==> src/rtl/morse_rx.sv <==
// Morse receiver: times keyed marks and spaces in Morse units, classifies dot/dash,
// gathers up to five symbols per character and reports the code at the letter gap.
module morse_rx #(
    parameter int UNIT_CYCLES = 12_500_000,
    parameter int UCNT_W      = 4
) (
    input  logic       CLK,
    input  logic       RST,
    input  logic       KEY_IN,
    output logic [4:0] SYM_CODE,
    output logic [2:0] SYM_LEN,
    output logic       CHAR_VALID,
    output logic       WORD_GAP,
    output logic       ERR,
    output logic       BUSY
);

    localparam int PRESC_W = (UNIT_CYCLES > 1) ? $clog2(UNIT_CYCLES) : 1;
    localparam logic [PRESC_W-1:0] PRESC_MAX = PRESC_W'(UNIT_CYCLES - 1);
    localparam logic [UCNT_W-1:0]  UCNT_MAX  = '1;
    localparam logic [UCNT_W-1:0]  U_DASH    = UCNT_W'(2);
    localparam logic [UCNT_W-1:0]  U_BAD     = UCNT_W'(7);
    localparam logic [UCNT_W-1:0]  U_LETTER  = UCNT_W'(3);
    localparam logic [UCNT_W-1:0]  U_WORD    = UCNT_W'(7);

    typedef enum logic [1:0] {S_IDLE, S_MARK, S_SPACE} state_t;

    state_t              state_q, state_d;
    logic                sync1_q, sync2_q, prev_q;
    logic [PRESC_W-1:0]  presc_q, presc_d;
    logic [UCNT_W-1:0]   units_q, units_d;
    logic [4:0]          buf_q, buf_d;
    logic [2:0]          len_q, len_d;
    logic                ovf_q, ovf_d;
    logic                cv_seen_q, cv_seen_d;
    logic [4:0]          code_q, code_d;
    logic [2:0]          slen_q, slen_d;
    logic                cv_q, cv_d;
    logic                err_q, err_d;
    logic                wg_q, wg_d;

    logic                rise, fall, wrap;
    logic [UCNT_W-1:0]   units_inc;
    logic [4:0]          sym_we;

    assign rise      = sync2_q & ~prev_q;
    assign fall      = ~sync2_q & prev_q;
    assign wrap      = (presc_q == PRESC_MAX);
    assign units_inc = (units_q == UCNT_MAX) ? units_q : units_q + UCNT_W'(1);

    // One-hot write enable: the next symbol lands at bit position len_q.
    for (genvar gi = 0; gi < 5; gi++) begin : g_we
        assign sym_we[gi] = (len_q == 3'(gi));
    end

    always_comb begin
        state_d   = state_q;
        presc_d   = presc_q;
        units_d   = units_q;
        buf_d     = buf_q;
        len_d     = len_q;
        ovf_d     = ovf_q;
        cv_seen_d = cv_seen_q;
        code_d    = code_q;
        slen_d    = slen_q;
        cv_d      = 1'b0;
        err_d     = 1'b0;
        wg_d      = 1'b0;
        case (state_q)
            S_IDLE: begin
                if (rise) begin
                    state_d = S_MARK;
                    presc_d = '0;
                    units_d = '0;
                end
            end
            S_MARK: begin
                if (fall) begin
                    if (units_q >= U_BAD || len_q == 3'd5) begin
                        ovf_d = 1'b1;
                    end else begin
                        for (int i = 0; i < 5; i++) begin
                            if (sym_we[i]) buf_d[i] = (units_q >= U_DASH);
                        end
                        len_d = len_q + 3'd1;
                    end
                    state_d = S_SPACE;
                    presc_d = '0;
                    units_d = '0;
                end else begin
                    presc_d = wrap ? '0 : presc_q + PRESC_W'(1);
                    if (wrap) units_d = units_inc;
                end
            end
            S_SPACE: begin
                if (rise) begin
                    // Buffer is kept: either still collecting, or already flushed at the letter gap.
                    state_d = S_MARK;
                    presc_d = '0;
                    units_d = '0;
                end else begin
                    presc_d = wrap ? '0 : presc_q + PRESC_W'(1);
                    if (wrap) begin
                        units_d = units_inc;
                        if (units_q == U_LETTER - UCNT_W'(1)) begin
                            if (ovf_q) begin
                                err_d = 1'b1;
                            end else begin
                                code_d    = buf_q;
                                slen_d    = len_q;
                                cv_d      = 1'b1;
                                cv_seen_d = 1'b1;
                            end
                            buf_d = '0;
                            len_d = '0;
                            ovf_d = 1'b0;
                        end
                        if (units_q == U_WORD - UCNT_W'(1)) begin
                            wg_d      = cv_seen_q;
                            cv_seen_d = 1'b0;
                            state_d   = S_IDLE;
                            presc_d   = '0;
                            units_d   = '0;
                        end
                    end
                end
            end
            default: state_d = S_IDLE;
        endcase
    end

    always_ff @(posedge CLK) begin
        if (RST) begin
            state_q   <= S_IDLE;
            sync1_q   <= 1'b0;
            sync2_q   <= 1'b0;
            prev_q    <= 1'b0;
            presc_q   <= '0;
            units_q   <= '0;
            buf_q     <= '0;
            len_q     <= '0;
            ovf_q     <= 1'b0;
            cv_seen_q <= 1'b0;
            code_q    <= '0;
            slen_q    <= '0;
            cv_q      <= 1'b0;
            err_q     <= 1'b0;
            wg_q      <= 1'b0;
        end else begin
            state_q   <= state_d;
            sync1_q   <= KEY_IN;
            sync2_q   <= sync1_q;
            prev_q    <= sync2_q;
            presc_q   <= presc_d;
            units_q   <= units_d;
            buf_q     <= buf_d;
            len_q     <= len_d;
            ovf_q     <= ovf_d;
            cv_seen_q <= cv_seen_d;
            code_q    <= code_d;
            slen_q    <= slen_d;
            cv_q      <= cv_d;
            err_q     <= err_d;
            wg_q      <= wg_d;
        end
    end

    assign SYM_CODE   = code_q;
    assign SYM_LEN    = slen_q;
    assign CHAR_VALID = cv_q;
    assign ERR        = err_q;
    assign WORD_GAP   = wg_q;
    assign BUSY       = (state_q != S_IDLE);

endmodule

==> config.mk <==
export PLATFORM = sky130hd
export DESIGN_NAME = morse_rx
export DESIGN_NICKNAME = d
export VERILOG_FILES = /design/src/rtl/morse_rx.sv
export SDC_FILE = /design/constraint.sdc
export NUM_CORES = 1
export LEC_CHECK = 0
export ABC_AREA = 1
export BUFFER_PORTS_ARGS = -buffer_cell sky130_fd_sc_hd__buf_2
export CAP_MARGIN = 20
export CORE_MARGIN = 4
export CORE_UTILIZATION = 45
export CTS_CLUSTER_DIAMETER = 30
export DETAILED_ROUTE_END_ITERATION = 8
export SLEW_MARGIN = 20
export SYNTH_ARGS = -nofsm -noshare
export SYNTH_HDL_FRONTEND = slang
export SYNTH_SLANG_ARGS = --single-unit
==> constraint.sdc <==
create_clock -name CLK -period 1.9 [get_ports CLK]
set_clock_uncertainty 0.1 [all_clocks]
set_input_delay 0.095 -clock CLK [delete_from_list [all_inputs] [get_ports CLK]]
set_output_delay 0.095 -clock CLK [all_outputs]
set_load 0.01 [all_outputs]
==> qor.yml, run 1 <==
outcome: "complete, no violations"
overflow: 0
syn_inst: 452
die_area_um2: 8382
dr_total_vias: 2852
drt-wirelength-per-cell_um: 12.53
timing.rr.end: "presc_q[10]"
seq_area_frac_synth_pct: 34.41
drt_wl_total_um: 7193
pwr-share-comb_pct: 32.4
min_period_ns: 1.777
max_clock_freq_mhz: 562.6
timing.slew.headroom_pct: 55.71
worstHoldPathType: "input port to flop"
pwr-share-clk_pct: 25.1
finalHoldViolCount: 0
clock-sinks: 54
powerDensity_nw_per_um2: 884.9
hold_depth: 3
p_total_uw: 3111
p_sw_share_pct: 36.60
crit_arrival_ns: 1.91
synth_fp_nets: 468
htree_num_levels: 2
most-common-layout-cells: "nand2_1 (99), inv_1 (55), nor2_1 (54)"
clockBufferDepth: 2
worst_pin_slew_ns: 0.6637
ys_seq_elements: 54
fin_nets: 493
hold_ws_ns: 0.1726
worst_setup_path_end_kind: "flop"
clock_latency_ns: 0.31
clk_pin_slew_ns: 0.10
antenna_found_initial: 0
drc: 0
layout_commonest_cell: "nand2_1"
drv_slew: 0
grtUsageTotal_pct: 17.57
place_congestion: 0.8718
worstSetupPathType: "flop to flop"
antenna_cells: 0
io-pin-count: 15
area_growth_pct: 11.91
seqPwrFrac_pct: 42.6
hpwl_um: 5446
cts_inserted_buffers: 5
ys_warn_count: 0
required_ns: 2.04
grt_max_degree: 25
p_leak_uw: 0.001427
antenna_left: 0
peakVddDrop_mv: 0.3156
reg2reg_from: "presc_q[0]"
first_pass_iters: 5
setup_viol: 0
cap_violations: 0
p_switching_uw: 1139
cts_tree: "done"
rsz0062_at_grt: "yes"
root_buffer: "clkbuf_8"
grt_pass1_wl_um: 12160
synth_cell_types: 37
num_rows: 30
drtIter0Drc: 156
internal_power_uw: 1973
syn-cell-area_um2: 3142
avgSynthCellArea_um2: 6.951
min_to: "prev_q"
drive_gt1_share_pct: 18.41
cp-start-kind: "flop"
fp.dieW_um: 91.56
hp-start: "RST"
viasPerCell: 4.969
portBuffers: 14
die-height_um: 91.56
reg2reg_slack_ns: 0.12
start_util_pct: 46.24
r2r_cells: 10
cp_max_fo: 10
fin_crit_sh_pct: 93.54
grt_pass1_vias: 2712
core_um2: 6794
-- cell families (layout without fill, tap and decap cells) --
| family | after synthesis | in the layout | share of synthesized area [%] |
|---|---|---|---|
| XOR/XNOR | 4 | 4 | 1.115 |
| flip-flops | 54 | 54 | 34.41 |
| AO/OA/AOI/OAI | 48 | 48 | 8.284 |
| AND/OR/NAND/NOR | 262 | 263 | 40.62 |
| buffers and inverters | 71 | 96 | 10.39 |
| adder cells (fa/ha/maj) | 13 | 13 | 5.177 |
-- Yosys cell counts --
| cell | n | share of area (%) |
|---|---|---|
| buf_2 | 1 | 0.16 |
| inv_1 | 55 | 6.6 |
| o21bai_1 | 1 | 0.24 |
| nand2_2 | 6 | 1.2 |
| a31oi_1 | 2 | 0.40 |
| ha_1 | 13 | 5.2 |
| or2_2 | 2 | 0.40 |
| dfxtp_1 | 54 | 34 |
| nand2_1 | 102 | 12 |
| nor2_2 | 11 | 2.2 |
| nor2_1 | 56 | 6.7 |
| a21oi_1 | 28 | 4.5 |
| o21ai_1 | 2 | 0.32 |
| inv_2 | 5 | 0.60 |
| nand3b_1 | 1 | 0.24 |
| buf_12 | 1 | 0.64 |
| o21ai_0 | 11 | 1.8 |
| nor3b_1 | 2 | 0.48 |
| buf_4 | 2 | 0.48 |
| nand3_2 | 3 | 0.96 |
| nand3_4 | 1 | 0.56 |
| buf_8 | 1 | 0.48 |
| nor3_2 | 1 | 0.32 |
| nand2_8 | 1 | 0.64 |
| nor3_1 | 13 | 2.1 |
| xor2_1 | 4 | 1.1 |
| nand3_1 | 28 | 4.5 |
| o21ai_2 | 1 | 0.28 |
| nor2_4 | 5 | 1.8 |
| and3_1 | 1 | 0.20 |
| buf_6 | 3 | 1.1 |
| clkbuf_1 | 2 | 0.24 |
| clkinv_2 | 1 | 0.16 |
| a21oi_2 | 3 | 0.84 |
| nand2_4 | 3 | 1.1 |
| nand4_1 | 23 | 4.6 |
| nor4_1 | 3 | 0.60 |
-- area by class of cell --
cell class	count	area (µm²)
Tap cell	96	120.1
Fill cell	691	3278
Timing Repair Buffer	27	170.2
Clock inverter	2	37.54
Clock buffer	6	72.57
Inverter	61	230.2
Multi-Input combinational cell	328	1800
Sequential cell	54	1085
-- registers in the layout (all words and copies together), names as in the netlist --
signal / flops
CHAR_VALID: 1
ERR: 1
SYM_CODE: 5
SYM_LEN: 3
WORD_GAP: 1
buf_q: 5
cv_seen_q: 1
len_q: 3
ovf_q: 1
presc_q: 24
prev_q: 1
state_q: 2
sync1_q: 1
sync2_q: 1
units_q: 4
-- repair_timing --
action,in CTS,in global routing
buffers inserted,0,0
hold endpoints to repair,1,0
endpoints found under the setup margin,0,34
hold buffers,1,0
resized for setup,0,15
-- power by group through the flow --
stage	clock (µW)	combinational (µW)	sequential, µW
6_report	779	1010	1320
2_1_floorplan	0	774	1320
3_3_place_gp	0	956	1340
3_5_place_dp	0	965	1340
5_1_grt	849	1150	1340
4_1_cts	813	973	1320
-- stage by stage --
stage / instances / utilization (%) / area, µm² / setup slack (ns) / TNS, ns
floorplan: 452 / - / 3142 / 0.2288 / 0
global placement: 564 / 48.95 / 3326 / 0.07538 / 0
detailed placement: 564 / 48.95 / 3326 / 0.02380 / 0
CTS: 573 / 50.72 / 3446 / 0.007085 / 0
global route: 574 / 51.75 / 3516 / -0.03412 / -0.09314
finish: 574 / 51.75 / 3516 / 0.1227 / 0
-- layer usage --
metal,vias to the layer above,GRT usage [%],wire (µm)
li1,1507,-,-
met1,1297,21.14,3301
met2,37,31.71,3549
met3,11,2.568,213
met5,-,0,0
met4,0,5.779,129
-- how the worst max path moves through the flow --
stage | start | end | cells past startpoint
after global routing | presc_q[0] | presc_q[10] | 10
after CTS | state_q[0] | presc_q[23] | 11
after floorplan | state_q[0] | units_q[2] | 10
after detailed placement | state_q[0] | presc_q[23] | 11
after global placement | presc_q[0] | presc_q[16] | 11
final | presc_q[0] | presc_q[10] | 10
-- worst max-delay path: stages, from the launching register on --
cell and delay (ns):
dfxtp_2 0.35, ha_1 0.20, nand2_1 0.11, inv_1 0.08, nand2_1 0.08, nor2_2 0.05, nand3_4 0.15, nand3_2 0.12
nand2_4 0.19, nand2_8 0.11, nor3_1 0.17
(Power assumes the default switching activity.)
==> inputs of run 2 (changes only) <==
--- a/config.mk
+++ b/config.mk
@@ -10,6 +10,7 @@
 export CAP_MARGIN = 20
 export CORE_MARGIN = 4
 export CORE_UTILIZATION = 45
+export CTS_BUF_LIST = sky130_fd_sc_hd__clkbuf_8 sky130_fd_sc_hd__clkbuf_16
 export CTS_CLUSTER_DIAMETER = 30
 export DETAILED_ROUTE_END_ITERATION = 8
 export SLEW_MARGIN = 20
==> run 2 against run 1 <==
Clock power is 0.5% lower. Hold slack lost 0.0074 ns. Final area unchanged. Total power fell by 0.15%. Final cell count did not move. Count of clock-buffer cells in the layout shrank 1. Register-to-register slack better by 0.02 ns. Wire length hardly changed. Global-route usage stayed put. Fmax grew 0.87%. Critical path type unchanged. Highest routed layer unchanged.
==> qor.yml, run 2 (synthesis gave the netlist of run 1 again) <==
htree_num_levels: 2  # unchanged
grt_pass1_vias: 2712  # unchanged
fin_crit_sh_pct: 92.74  # -0.81 points
route.met3.wl_um: 213  # unchanged
hold_ws_ns: 0.1652  # -0.007450 ns
io-pin-count: 15  # unchanged
multi_input_area_um2: 1800  # unchanged
post-place-ws_ns: 0.02380  # unchanged
cp_top_family: "simple AND/OR/NAND/NOR gates"
place_congestion: 0.8718  # unchanged
core_um2: 6794  # unchanged
reg2reg_slack_ns: 0.14  # +0.02 ns
clock-sinks: 54  # unchanged
required_ns: 2.04  # about the same
hp-start: "RST"
worst-path-buf-inv: 1  # unchanged
viasPerCell: 4.962  # -0.14%
final_cell_area_um2: 3516  # unchanged
powerDensity_nw_per_um2: 883.5  # -0.15%
n_fill_cell: 691  # unchanged
outcome: "complete, no violations"
postPlaceCellArea_um2: 3326  # unchanged
num_rows: 30  # unchanged
area_growth_pct: 11.91  # unchanged
finalHoldViolCount: 0  # unchanged
antenna_found_initial: 0  # unchanged
min_to: "units_q[2]"
dr_total_vias: 2848  # -0.14%
first_pass_iters: 4  # -1
min_period_ns: 1.762  # -0.01534 ns
largest_reg_flops: 24  # unchanged
cp_max_fo: 10  # unchanged
reg2reg_from: "presc_q[0]"
drt_wl_total_um: 7197  # about the same
grt_pass1_wl_um: 12160  # unchanged
cts_inserted_buffers: 5  # unchanged
grtUsageTotal_pct: 17.57  # unchanged
timing.slew.headroom_pct: 55.42  # -0.29 points
cts_tree: "done"
antenna_cells: 0  # unchanged
max_clock_freq_mhz: 567.5  # +0.87%
worst_pin_slew_ns: 0.6680  # +0.004323 ns
hpwl_um: 5446  # unchanged
worstSetupPathType: "flop to flop"
worstHoldPathType: "input port to flop"
p_leak_uw: 0.001431  # +0.29%
root_buffer: "clkbuf_8"
cap_violations: 0  # unchanged
path_common_cell: "nand2_1"
peakVddDrop_mv: 0.3156  # about the same
portBuffers: 14  # unchanged
cp-start-kind: "flop"
layout_commonest_cell: "nand2_1"
critPathSlowestCell: "dfxtp_2"
clk_pin_slew_ns: 0.10  # about the same
clockBufferDepth: 2  # unchanged
antenna_left: 0  # unchanged
top_register: "presc_q"
fin_nets: 493  # unchanged
regArea_um2: 1085  # unchanged
drt-wirelength-per-cell_um: 12.54  # about the same
worst_setup_path_end_kind: "flop"
overflow: 0  # unchanged
rsz0062_at_grt: "yes"
wl_met2_um: 3549  # unchanged
r2r_cells: 10  # unchanged
crit_path_max_incr_delay_ns: 0.35  # about the same
drv_slew: 0  # unchanged
fin_util_pct: 51.75  # unchanged
most-common-layout-cells: "nand2_1 (99), inv_1 (56), nor2_1 (54)"
hold_depth: 3  # unchanged
crit_arrival_ns: 1.90  # about the same
grt_max_degree: 25  # unchanged
crit_chain: "ha_1, nand2_1, inv_1, nand2_1, nor2_2, nand3_4, nand3_2, nand2_4, nand2_8, nor3_1"
timing.rr.end: "presc_q[10]"
setup_viol: 0  # unchanged
die-height_um: 91.56  # unchanged
wirelength_met1_um: 3304  # about the same
fp.dieW_um: 91.56  # unchanged
highest_layer: "met4"
drive_gt1_share_pct: 18.41  # unchanged
drc: 0  # unchanged
die_area_um2: 8382  # unchanged
drtIter0Drc: 155  # -0.64%
clock_latency_ns: 0.31  # about the same
start_util_pct: 46.24  # unchanged
timing.final.ws_setup_ns: 0.1380  # +0.01534 ns
==> run 2: cell types whose count changed in the layout (fill, tap and decap cells not counted) <==
cell,change
inv_1,+1
clkbuf_1,-1
==> run 2: how the worst max path moves through the flow <==
stage | startpoint | endpoint | slack, ns | depth (start not counted)
floorplan | state_q[0] | units_q[2] | 0.23 | 10
global placement | presc_q[0] | presc_q[16] | 0.08 | 11
detailed placement | state_q[0] | presc_q[23] | 0.02 | 11
CTS | state_q[0] | presc_q[23] | 0.007 | 11
global route | presc_q[0] | presc_q[10] | -0.03 | 10
finish | presc_q[0] | presc_q[10] | 0.14 | 10
==> run 2: metrics by stage <==
stage               instances  setup TNS, ns  total power (µW)
floorplan                 452              0              2093
global placement          564              0              2298
detailed placement        564              0              2308
CTS                       573              0              3100
global route              574       -0.09503              3331
finish                    574              0              3106
==> run 2: tightest hold or removal path, cell delays in order <==
cell     delay, ns
buf_2         0.10
buf_4         0.27
a21oi_1       0.06
==> run 2: layout make-up <==
| class | instances | share of cell area, % |
|---|---|---|
| Tap cell | 96 | 3.416 |
| Timing Repair Buffer | 27 | 4.840 |
| Clock buffer | 5 | 1.957 |
| Sequential cell | 54 | 30.85 |
| Clock inverter | 3 | 1.174 |
| Inverter | 61 | 6.548 |
| Multi-Input combinational cell | 328 | 51.21 |
==> run 2: routing by layer <==
| layer | up-vias | global-route usage (%) |
|---|---|---|
| met5 | - | 0 |
| met4 | 0 | 5.779 |
| met3 | 11 | 2.568 |
| met2 | 38 | 31.71 |
| met1 | 1292 | 21.14 |
| li1 | 1507 | - |
==> run 2: report_power, final <==
part | internal (µW) | leakage (µW) | total, µW | switching, µW
registers | 1230 | 0.000438 | 1320 | 91.4
clock network | 389 | 0.0000556 | 775 | 386
logic | 345 | 0.000937 | 1010 | 662
total | 1970 | 0.00143 | 3110 | 1140
==> run 2: repair_timing <==
| item | CTS | global route |
|---|---|---|
| endpoints found under the setup margin | 0 | 34 |
| hold buffers | 1 | 0 |
| resized for setup | 0 | 15 |
| buffers inserted | 0 | 0 |
| endpoints found under the hold margin | 1 | 0 |
